[config.mk]
export PLATFORM = sky130hd
export DESIGN_NAME = agc_slot_sequencer
export DESIGN_NICKNAME = d
export VERILOG_FILES = /design/src/rtl/agc_pkg.sv /design/src/rtl/agc_gain_sat.sv /design/src/rtl/agc_slot_sequencer.sv
export SDC_FILE = /design/constraint.sdc
export NUM_CORES = 1
export LEC_CHECK = 0
export ABC_AREA = 1
export BUFFER_PORTS_ARGS = -buffer_cell sky130_fd_sc_hd__clkbuf_2
export CELL_PAD_IN_SITES_DETAIL_PLACEMENT = 0
export CELL_PAD_IN_SITES_GLOBAL_PLACEMENT = 1
export CORE_UTILIZATION = 35
export DETAILED_ROUTE_END_ITERATION = 8
export PLACE_DENSITY = 0.79
export SLEW_MARGIN = 20
export SYNTH_ARGS = -nofsm -noshare
export SYNTH_HDL_FRONTEND = slang
export SYNTH_HIERARCHICAL = 1
export SYNTH_SLANG_ARGS = --single-unit
[constraint.sdc]
create_clock -name aclk -period 1.7 [get_ports aclk]
set_input_delay 0.17 -clock aclk [delete_from_list [all_inputs] [get_ports aclk]]
set_output_delay 0.17 -clock aclk [all_outputs]
set_load 0.01 [all_outputs]
[src/rtl/agc_pkg.sv]
// Shared definitions for the AGC slot sequencer: FSM state encoding, unity
// gain and the default gain-word geometry.
package agc_pkg;

  typedef enum logic [1:0] {
    ST_IDLE   = 2'd0,
    ST_TRACK  = 2'd1,
    ST_SLOT   = 2'd2,
    ST_LOCKED = 2'd3
  } agc_state_e;

  // Unity gain in unsigned Q4.8.
  localparam int UNITY_GAIN = 32'h100;

  // Default gain word width (Q4.8) and integer saturation ceiling.
  localparam int AGC_GAIN_W       = 12;
  localparam int AGC_MAX_GAIN_INT = 8;

endpackage

[src/rtl/agc_gain_sat.sv]
// Combinational saturation of a raw 24-bit estimator gain into a GAIN_W
// unsigned Q4.8 gain word. Bit 23 flags estimator overflow, [22:8] is the
// integer part, [7:0] the fraction. Anything flagged or above MAX_GAIN_INT
// is clamped to MAX_GAIN_INT<<8.
module agc_gain_sat
  import agc_pkg::*;
#(
  parameter int GAIN_W       = AGC_GAIN_W,
  parameter int MAX_GAIN_INT = AGC_MAX_GAIN_INT
) (
  input  logic [23:0]       est_gain,
  output logic [GAIN_W-1:0] gain_sat
);

  localparam logic [31:0]       MAX_INT_U = 32'(MAX_GAIN_INT);
  localparam logic [GAIN_W-1:0] CEILING   = GAIN_W'(MAX_GAIN_INT * 256);

  function automatic logic [GAIN_W-1:0] sat_gain(input logic [23:0] x);
    logic [31:0] int_part;
    int_part = {17'd0, x[22:8]};
    if (x[23] || (int_part > MAX_INT_U)) begin
      return CEILING;
    end
    return x[GAIN_W-1:0];
  endfunction

  assign gain_sat = sat_gain(est_gain);

endmodule

[src/rtl/agc_slot_sequencer.sv]
// AGC slot sequencer: tracks the estimator gain between slots, freezes the
// applied gain for the duration of a slot and swaps in the captured gain at
// each slot boundary.
// Optional build macro AGC_SEQ_WATCHDOG_EN adds a per-slot watchdog that
// abandons a slot after TIMEOUT_CYCLES cycles without a slot boundary.
module agc_slot_sequencer
  import agc_pkg::*;
#(
  parameter int GAIN_W         = AGC_GAIN_W,
  parameter int MAX_GAIN_INT   = AGC_MAX_GAIN_INT,
  parameter int TIMEOUT_CYCLES = 65535
) (
  input  logic              aclk,
  input  logic              areset,
  input  logic              enable,
  input  logic [23:0]       est_gain,
  input  logic              est_valid,
  input  logic              slot_detected,
  input  logic              slot_finished,
  output logic [GAIN_W-1:0] gain_apply,
  output logic [GAIN_W-1:0] gain_capture,
  output logic              gain_update,
  output logic              locked,
  output logic [1:0]        state,
  output logic              timeout
);

  localparam logic [GAIN_W-1:0] UNITY = GAIN_W'(UNITY_GAIN);

  agc_state_e        state_q, state_d;
  logic [GAIN_W-1:0] latest_q, latest_d;
  logic [GAIN_W-1:0] est_sat;
  logic [GAIN_W-1:0] apply_d, capture_d;
  logic              update_d, locked_d;
  logic              timeout_d;

`ifdef AGC_SEQ_WATCHDOG_EN
  localparam int                WD_W     = $clog2(TIMEOUT_CYCLES + 1);
  localparam logic [WD_W-1:0]   WD_LIMIT = WD_W'(TIMEOUT_CYCLES);
  logic [WD_W-1:0] wd_q, wd_d;
`else
  // The watchdog limit has no consumer when the watchdog is compiled out.
  localparam int timeout_unused = TIMEOUT_CYCLES;
`endif

  agc_gain_sat #(
    .GAIN_W       (GAIN_W),
    .MAX_GAIN_INT (MAX_GAIN_INT)
  ) u_gain_sat (
    .est_gain (est_gain),
    .gain_sat (est_sat)
  );

  assign state = state_q;

  // Next-state and next-output decode; latest_d doubles as the capture source
  // so a sample arriving on a capture cycle is taken immediately.
  always_comb begin
    state_d   = state_q;
    apply_d   = gain_apply;
    capture_d = gain_capture;
    update_d  = 1'b0;
    locked_d  = locked;
    timeout_d = 1'b0;
`ifdef AGC_SEQ_WATCHDOG_EN
    wd_d      = '0;
`endif
    latest_d  = est_valid ? est_sat : latest_q;

    if (!enable) begin
      state_d  = ST_IDLE;
      apply_d  = UNITY;
      locked_d = 1'b0;
    end else begin
      case (state_q)
        ST_IDLE: begin
          state_d  = ST_TRACK;
          apply_d  = UNITY;
          locked_d = 1'b0;
        end
        ST_TRACK: begin
          capture_d = latest_d;
          apply_d   = gain_capture;
          if (slot_detected) begin
            state_d  = ST_SLOT;
            locked_d = 1'b1;
          end
        end
        ST_SLOT: begin
          if (slot_finished) begin
            apply_d  = gain_capture;
            update_d = 1'b1;
            if (slot_detected) begin
              // Back-to-back slots: retire the old capture, start a new one.
              capture_d = latest_d;
            end else begin
              state_d = ST_LOCKED;
            end
          end else if (slot_detected) begin
            capture_d = latest_d;
          end else begin
`ifdef AGC_SEQ_WATCHDOG_EN
            if (wd_q == WD_LIMIT - 1'b1) begin
              timeout_d = 1'b1;
              locked_d  = 1'b0;
              state_d   = ST_TRACK;
            end else if (wd_q != WD_LIMIT) begin
              wd_d = wd_q + 1'b1;
            end else begin
              wd_d = wd_q;
            end
`endif
          end
        end
        ST_LOCKED: begin
          if (slot_detected) begin
            capture_d = latest_d;
            state_d   = ST_SLOT;
            locked_d  = 1'b1;
          end
        end
        default: begin
          state_d = ST_IDLE;
          apply_d = UNITY;
        end
      endcase
    end
  end

  // State and output registers; reset wins over every input in its cycle.
  always_ff @(posedge aclk) begin
    if (areset) begin
      state_q      <= ST_IDLE;
      gain_apply   <= UNITY;
      gain_capture <= UNITY;
      latest_q     <= UNITY;
      locked       <= 1'b0;
      gain_update  <= 1'b0;
    end else begin
      state_q      <= state_d;
      gain_apply   <= apply_d;
      gain_capture <= capture_d;
      latest_q     <= latest_d;
      locked       <= locked_d;
      gain_update  <= update_d;
    end
  end

`ifdef AGC_SEQ_WATCHDOG_EN
  // Slot watchdog counter and its single-cycle expiry pulse.
  always_ff @(posedge aclk) begin
    if (areset) begin
      wd_q    <= '0;
      timeout <= 1'b0;
    end else begin
      wd_q    <= wd_d;
      timeout <= timeout_d;
    end
  end
`else
  assign timeout = timeout_d;
`endif

endmodule

==> results.md, run 1 <==
- The flow ran to the end, and the final reports show no timing, DRC or antenna violations.
- The tool flagged a number of max-cap violations equal to 0.
- Once the clock tree was built, the resizer swapped 0 gates to a different size.
- The number of distinct library cells after synthesis is 23.
- The pin count of the biggest net entering global routing is 25.
- The post-synthesis register bit count is 40.
- In this run the clock root is driven by a sky130_fd_sc_hd__clkbuf_8.
- The count of buffers from port buffering is 57.
- The proportion of layout cells with a drive suffix above 1 is 25.82%.
- The total area inside the core boundary comes to 5205 sq um.
- Setup repair after global routing left no endpoint under its margin.
- STA classifies the critical path endpoint as a flop.
- The class of the most critical hold timing path is input pin to flop.
- The routed design could run at a clock period as short as 1457 ps.
- The maximum clock insertion buffer count is 2.
- The remaining number of nets flagged by the antenna check after routing is 0.
- The area share of the largest cell type after synthesis is 41.61%.
- Across the VDD grid, the largest voltage drop is 612.4 uV.
- The number of max-slew violations in the final report is 0.
- The total power density per cell area is 865.1 nW/um^2.
- The total power of the final layout is 0.002023 W.
- The hold buffer count at cts is 0.
- The final weighted congestion in routability-driven placement is 0.7703.
- The leakage component of the power is 1.216 nW.
- The first routing iteration left 59 violations.
- The count of mapped cells out of synthesis is 280.
- For this block, the via count after detailed routing is 1,776.
- In the synthesized netlist the async set-or-reset flop fraction comes to 0%.
- The number of placement rows is 26.
- The via count of the first global-routing pass is 1,686.
- The TritonCTS clock tree is yes.
- During synthesis, Yosys emitted a total of 6 warnings.
- In the routed design, unresolved DRC markers number 0.
- The die outline height is 76.15 um.
- The later pin in the worst-skew pair is clocked with a latency of 280 ps.
- The average detailed-routed wire length per instance is 9.644 um.
- At the worst endpoint, the required time is 1920 ps.
- For this run, the leading register cell type out of synthesis is sky130_fd_sc_hd__dfxtp_1.
- In this run switching power makes up 27.73% of total power.
- The pre-CTS setup slack is 166.1 ps.
- Once the clock tree was built, the setup fixing pass inserted 0 buffers.
- By area the synthesized netlist is led by sky130_fd_sc_hd__dfxtp_1, sky130_fd_sc_hd__nand2_1, sky130_fd_sc_hd__nor2_1.
- The number of nets handed over by synthesis was 315.
- The tree built by TritonCTS fans out to 40 sinks.
- In this run, the clock network consumes 32.1% of the power.
- STA puts the critical path data arrival time at 1680 ps.
- In this run the horizontal extent of the chip is 76.15 um.
- The highest attainable clock frequency is 686.2 MHz.
- The worst setup path is launched from a flop.
- The overall die area is 5799 sq um.
- The highest fanout seen on the critical path is 7.
- The synthesized area per cell is 6.873 sq um.
- The via count normalized by instance count is 4.364.
- The antenna diode count is 0.
- Summed over all instances, the cell type with the most area after synthesis is sky130_fd_sc_hd__dfxtp_1.
- The part of the Yosys area used for sequential elements is 41.61%.
- The number of antenna violations at the first check in global routing is 0.
- The final critical-path share of the clock period is 85.73%.
- After the last flow step, the layout net total stands at 371.
- The internal power component is 0.001462 W.
- The initial core utilization is 36.97%.
- Per report_power, the combinational group accounts for 17.5% of the total.
- After clock tree synthesis, the clock-pin slew on the worst setup and hold paths is 70 ps.
- The switching component of the power is 0.0005610 W.
- The hold violation count in the final report was 0.
- The cell area after technology mapping is 1924 sq um.
- The synthesized design contains 0 enable-type register cells.
- The final HPWL from detailed placement is 3016 um.
- After routing, the total negative slack on setup checks comes to 0 ps.
- The global-route wire length before repair is 6955 um.
- The wire length after detailed routing is 3925 um.
- Registers are responsible for 50.4% of the overall power.
- The final worst-path setup slack is 242.7 ps.
- In this run the count of I/O pins placed on the die edge is 59.
- The total track usage is 14.72%.
- For the final database, setup skew stands at 3.880 ps.
- The final setup violation count is 0.
- Before antenna repair, the detailed router went through 4 iterations.
- The total overflow reported by the global router is 0.
- The class of the most critical setup path is flop to flop.
- Buffers inserted during clock tree synthesis total 5.
- Relative to the synthesized area, the layout overhead comes to 21.52%.
- The H-tree generated during clock tree synthesis spans 2 levels.
final timing paths:
check	start	to	slack, ps	depth (start not counted)
worst max-delay path	state[1]$_SDFFE_PP0P_	gain_apply[5]$_SDFFE_PP0P_	240	7
worst min-delay path	slot_finished	gain_update$_SDFF_PP0_	150	3
worst max register to register	state[1]$_SDFFE_PP0P_	gain_apply[5]$_SDFFE_PP0P_	240	7
worst min register to register	latest_q[8]$_SDFF_PP1_	latest_q[8]$_SDFF_PP1_	460	2
power groups by stage:
stage	sequential [W]	combinational, W	clock (W)
floorplan	0.00106	0.000227	0
global placement	0.00104	0.000354	0
detailed placement	0.00104	0.000358	0
CTS	0.00102	0.000360	0.000673
global route	0.00103	0.000408	0.000708
finish	0.00102	0.000353	0.000649
final cells by class:
cell class	count	area (sq um)
timing repair buffer	62	335.3
multi-input combinational	193	897.1
sequential	40	800.8
tap	70	87.58
clock buffer	8	90.09
fill	607	2867
inverter	34	127.6
cell families (layout without fill, tap and decap cells):
group	count (synthesis)	count (layout)	synth area share (%)
DFF	40	40	41.61
other	1	1	0.1949
adders and majority gates	5	5	3.251
buffers and inverters	47	104	11.77
and+or+nand+nor	161	161	36.28
AOI/OAI and AO/OA	26	26	6.892
routing by layer:
layer	vias up	GRT usage (%)	wire length, um
li1	956	-	-
met1	790	16.17	1839
met2	25	27.64	1891
met3	5	3.593	158
met4	0	4.615	36
met5	-	0	0
worst max-delay path: stages (launching register included):
cell and delay [ps]:
sky130_fd_sc_hd__dfxtp_1 440, sky130_fd_sc_hd__inv_1 110, sky130_fd_sc_hd__ha_1 390, sky130_fd_sc_hd__buf_4 180, sky130_fd_sc_hd__nand2_1 60, sky130_fd_sc_hd__nand2_1 60
sky130_fd_sc_hd__o21ai_0 70, sky130_fd_sc_hd__nor2_1 90
flip-flops by register name, indices dropped and copies added (netlist names):
name / count
state: 2
locked: 1
gain_apply: 12
gain_update: 1
latest_q: 12
gain_capture: 12
layout by cell type, fill, tap and decap left out, drive strengths merged:
| cell type | Yosys | final |
|---|---|---|
| nor2 | 76 | 76 |
| clkbuf | 1 | 65 |
| nand2 | 64 | 64 |
| dfxtp | 40 | 40 |
| inv | 34 | 34 |
| o21ai | 25 | 25 |
| nand3 | 18 | 18 |
| ha | 5 | 5 |
| buf | 12 | 5 |
| nor3 | 1 | 1 |
| o21bai | 1 | 1 |
| conb | 1 | 1 |
| and2 | 1 | 1 |
| nand4 | 1 | 1 |
cell usage after synthesis (4+ instances only):
cell type / n
sky130_fd_sc_hd__buf_2: 4
sky130_fd_sc_hd__buf_6: 5
sky130_fd_sc_hd__dfxtp_1: 40
sky130_fd_sc_hd__ha_1: 5
sky130_fd_sc_hd__inv_1: 32
sky130_fd_sc_hd__nand2_1: 62
sky130_fd_sc_hd__nand3_1: 17
sky130_fd_sc_hd__nor2_1: 62
sky130_fd_sc_hd__nor2_2: 10
sky130_fd_sc_hd__nor2_4: 4
sky130_fd_sc_hd__o21ai_0: 18
sky130_fd_sc_hd__o21ai_1: 7
through the flow:
| stage | instance area [sq um] | cells | hold WS (ps) | utilization (%) |
|---|---|---|---|---|
| after CTS | 2338 | 407 | 142.6 | 44.93 |
| final | 2338 | 407 | 151.8 | 44.93 |
| after global routing | 2338 | 407 | 158.4 | 44.93 |
| after global placement | 2248 | 399 | 434.9 | 43.20 |
| after floorplan | 1924 | 280 | 242.4 | - |
| after detailed placement | 2248 | 399 | 443.3 | 43.20 |
Power figures use the tool's default switching activity.
==> run 2: changes to the inputs <==
--- a/config.mk
+++ b/config.mk
@@ -7,10 +7,11 @@
 export LEC_CHECK = 0
 export ABC_AREA = 1
 export BUFFER_PORTS_ARGS = -buffer_cell sky130_fd_sc_hd__clkbuf_2
-export CELL_PAD_IN_SITES_DETAIL_PLACEMENT = 0
+export CELL_PAD_IN_SITES_DETAIL_PLACEMENT = 1
 export CELL_PAD_IN_SITES_GLOBAL_PLACEMENT = 1
 export CORE_UTILIZATION = 35
 export DETAILED_ROUTE_END_ITERATION = 8
+export GPL_TIMING_DRIVEN = 0
 export PLACE_DENSITY = 0.79
 export SLEW_MARGIN = 20
 export SYNTH_ARGS = -nofsm -noshare
==> results.md, run 2 (synthesized netlist as in run 1, its figures left out) <==
- The flow ran to the end, and the final reports show no timing, DRC or antenna violations.
- The largest registers in the layout are gain_apply (12), gain_capture (12), latest_q (12).
- The summed negative setup slack over all endpoints is 0 ps.
- Global routing finished with a remaining overflow of 0.
- The min-delay analysis places its worst path in the category input pin to flop.
- In this run the clock root is driven by a sky130_fd_sc_hd__clkbuf_8.
- The total power of the final layout is 0.002232 W.
- The data arrival at the endpoint of the critical path is 1710 ps.
- For this block, the routed nets add up to 4707 um of wire.
- The total power density per cell area is 921.7 nW/um^2.
- The floorplan die width is 76.15 um.
- Setup violations remaining at the end of the flow were counted as 0.
- The count of cells along the worst register-to-register path is 6.
- The initial core utilization is 36.97%.
- Across the run, the number of max-cap violations was 0.
- The count of buffers from port buffering is 57.
- The pin count of the biggest net entering global routing is 14.
- Prior to clock tree synthesis, the placed netlist has a worst setup slack of 68.20 ps.
- The H-tree was split into 2 levels.
- At the end of the flow, the number of nets in the layout was 379.
- In the layout the commonest cells are sky130_fd_sc_hd__nand2_1, sky130_fd_sc_hd__nor2_1, sky130_fd_sc_hd__clkbuf_2.
- The kind of start point of the critical path is a flop.
- The global-route wire length before repair is 8183 um.
- After layout, the worst path uses 89.91% of the clock period.
- The repair_antennas step left the layout with diodes totalling 0.
- The total track usage is 17.57%.
- The maximum clock insertion buffer count is 2.
- The area taken by flip-flops and latches is 803.3 sq um.
- The remaining number of nets flagged by the antenna check after routing is 0.
- For the worst setup path, the data required time is 1880 ps.
- The TritonCTS clock tree is yes.
- The number of vias after detailed routing is 1,916.
- The routed design could run at a clock period as short as 1528 ps.
- The number of max-slew violations in the final report is 0.
- After detailed routing, the number of vias per cell comes to 4.617.
- The hold violation count in the final report is 0.
- The core region is 5205 sq um.
- The top-level I/O count is 59.
- The clock tree skew after final layout is 9.563 ps.
- In this run, CTS created clock tree buffers numbering 5.
- For this run, the detailed router's first-pass iteration total came to 4.
- Clock latency on the worst-skew pair, taken at its later pin, is 300 ps.
- The final HPWL from detailed placement is 3605 um.
- The overall die area is 5799 sq um.
- The number of placement rows is 26.
- The final worst-path setup slack is 171.5 ps.
- The detailed router finished its first iteration with 36 violations.
- Derived from the worst setup path, the maximum achievable clock frequency is 654.3 MHz.
- Clock-pin slew was measured on the worst setup and hold paths at 90 ps.
- Dividing the detail-routed wire length by the instance count gives 11.34 um.
- The highest fanout seen on the critical path is 10.
- The number of hold buffers added after CTS was 0.
- The worst hold path was traced through 2 stages.
- The floorplan step set the die height to 76.15 um.
- The leakage component of the power is 1.260 nW.
- At the end of routability-driven placement, the weighted congestion stood at 0.7772.
- The class of the most critical setup path is flop to flop.
- Summing all multi-input logic gate instances after layout gives 897.1 sq um.
- The number of fill cells is 713.
- The count of clock tree sinks is 40.
- The via count of the first global-routing pass came to 1,962.
- For this run, design rule violations remaining after detail routing come to 0.
- The synthesis-to-layout area growth is 25.81%.
- The maximum resistive drop on vdd is 620.1 uV.
- The proportion of layout cells with a drive suffix above 1 is 28.12%.
- The sort of element at the end of the critical path is a flop.
- Setup repair after global routing left no endpoint under its margin.
- The number of antenna violations at the first check in global routing was 0.
-- run 2: cell count changes in the layout (fill, tap and decap cells not counted), sizes merged --
| cell | delta |
|---|---|
| buf | +7 |
| bufinv | +1 |
| clkbuf | -1 |
| clkinv | +1 |
-- run 2: worst paths after layout --
check / start / to / slack [ps]
max: state[1]$_SDFFE_PP0P_ / gain_apply[8]$_SDFFE_PP1P_ / 170
min: areset / latest_q[9]$_SDFF_PP0_ / 130
max reg2reg: state[1]$_SDFFE_PP0P_ / gain_apply[8]$_SDFFE_PP1P_ / 170
min reg2reg: latest_q[8]$_SDFF_PP1_ / latest_q[8]$_SDFF_PP1_ / 460
-- run 2: layout make-up --
type | instances | area share [%]
Clock buffer | 6 | 3.411
Clock inverter | 2 | 1.602
Multi-Input combinational cell | 193 | 37.05
Tap cell | 70 | 3.618
Buffer | 13 | 4.083
Inverter | 34 | 5.271
Timing Repair Buffer | 57 | 11.78
Sequential cell | 40 | 33.18
-- run 2: through the flow --
| step | std cells | hold WS, ps | cell area [sq um] | utilization, % |
|---|---|---|---|---|
| after floorplan | 280 | 242.4 | 1924 | - |
| after global placement | 407 | 437.3 | 2297 | 44.13 |
| after detailed placement | 407 | 442.4 | 2297 | 44.13 |
| after CTS | 415 | 118.5 | 2419 | 46.47 |
| after global routing | 415 | 129.3 | 2421 | 46.51 |
| final | 415 | 125.5 | 2421 | 46.51 |
-- run 2: power breakdown --
group	leakage (nW)	switching (W)	internal [W]	total [W]
Combinational	0.871	0.000220	0.000149	0.000370
Clock	0.0614	0.000355	0.000480	0.000835
Sequential	0.327	0.0000372	0.000989	0.00103
-- run 2: timing repair --
item / CTS / global route
resized for setup: 0 / 2
setup buffers: 0 / 0
setup endpoints to repair: 0 / 10
-- run 2: critical path, cell delays in order (launching register included) --
cell and delay (ps):
sky130_fd_sc_hd__dfxtp_2 420, sky130_fd_sc_hd__inv_1 100, sky130_fd_sc_hd__ha_1 330, sky130_fd_sc_hd__buf_2 230, sky130_fd_sc_hd__inv_1 50, sky130_fd_sc_hd__o21ai_0 180, sky130_fd_sc_hd__nand3_1 100
-- run 2: routing by layer --
layer / track usage, % / routed length [um] / up-vias
met2: 34.64 / 2492 / 32
met1: 18.38 / 2020 / 906
met5: 0 / 0 / -
met3: 3.473 / 140 / 6
li1: - / - / 972
met4: 5.769 / 55 / 0
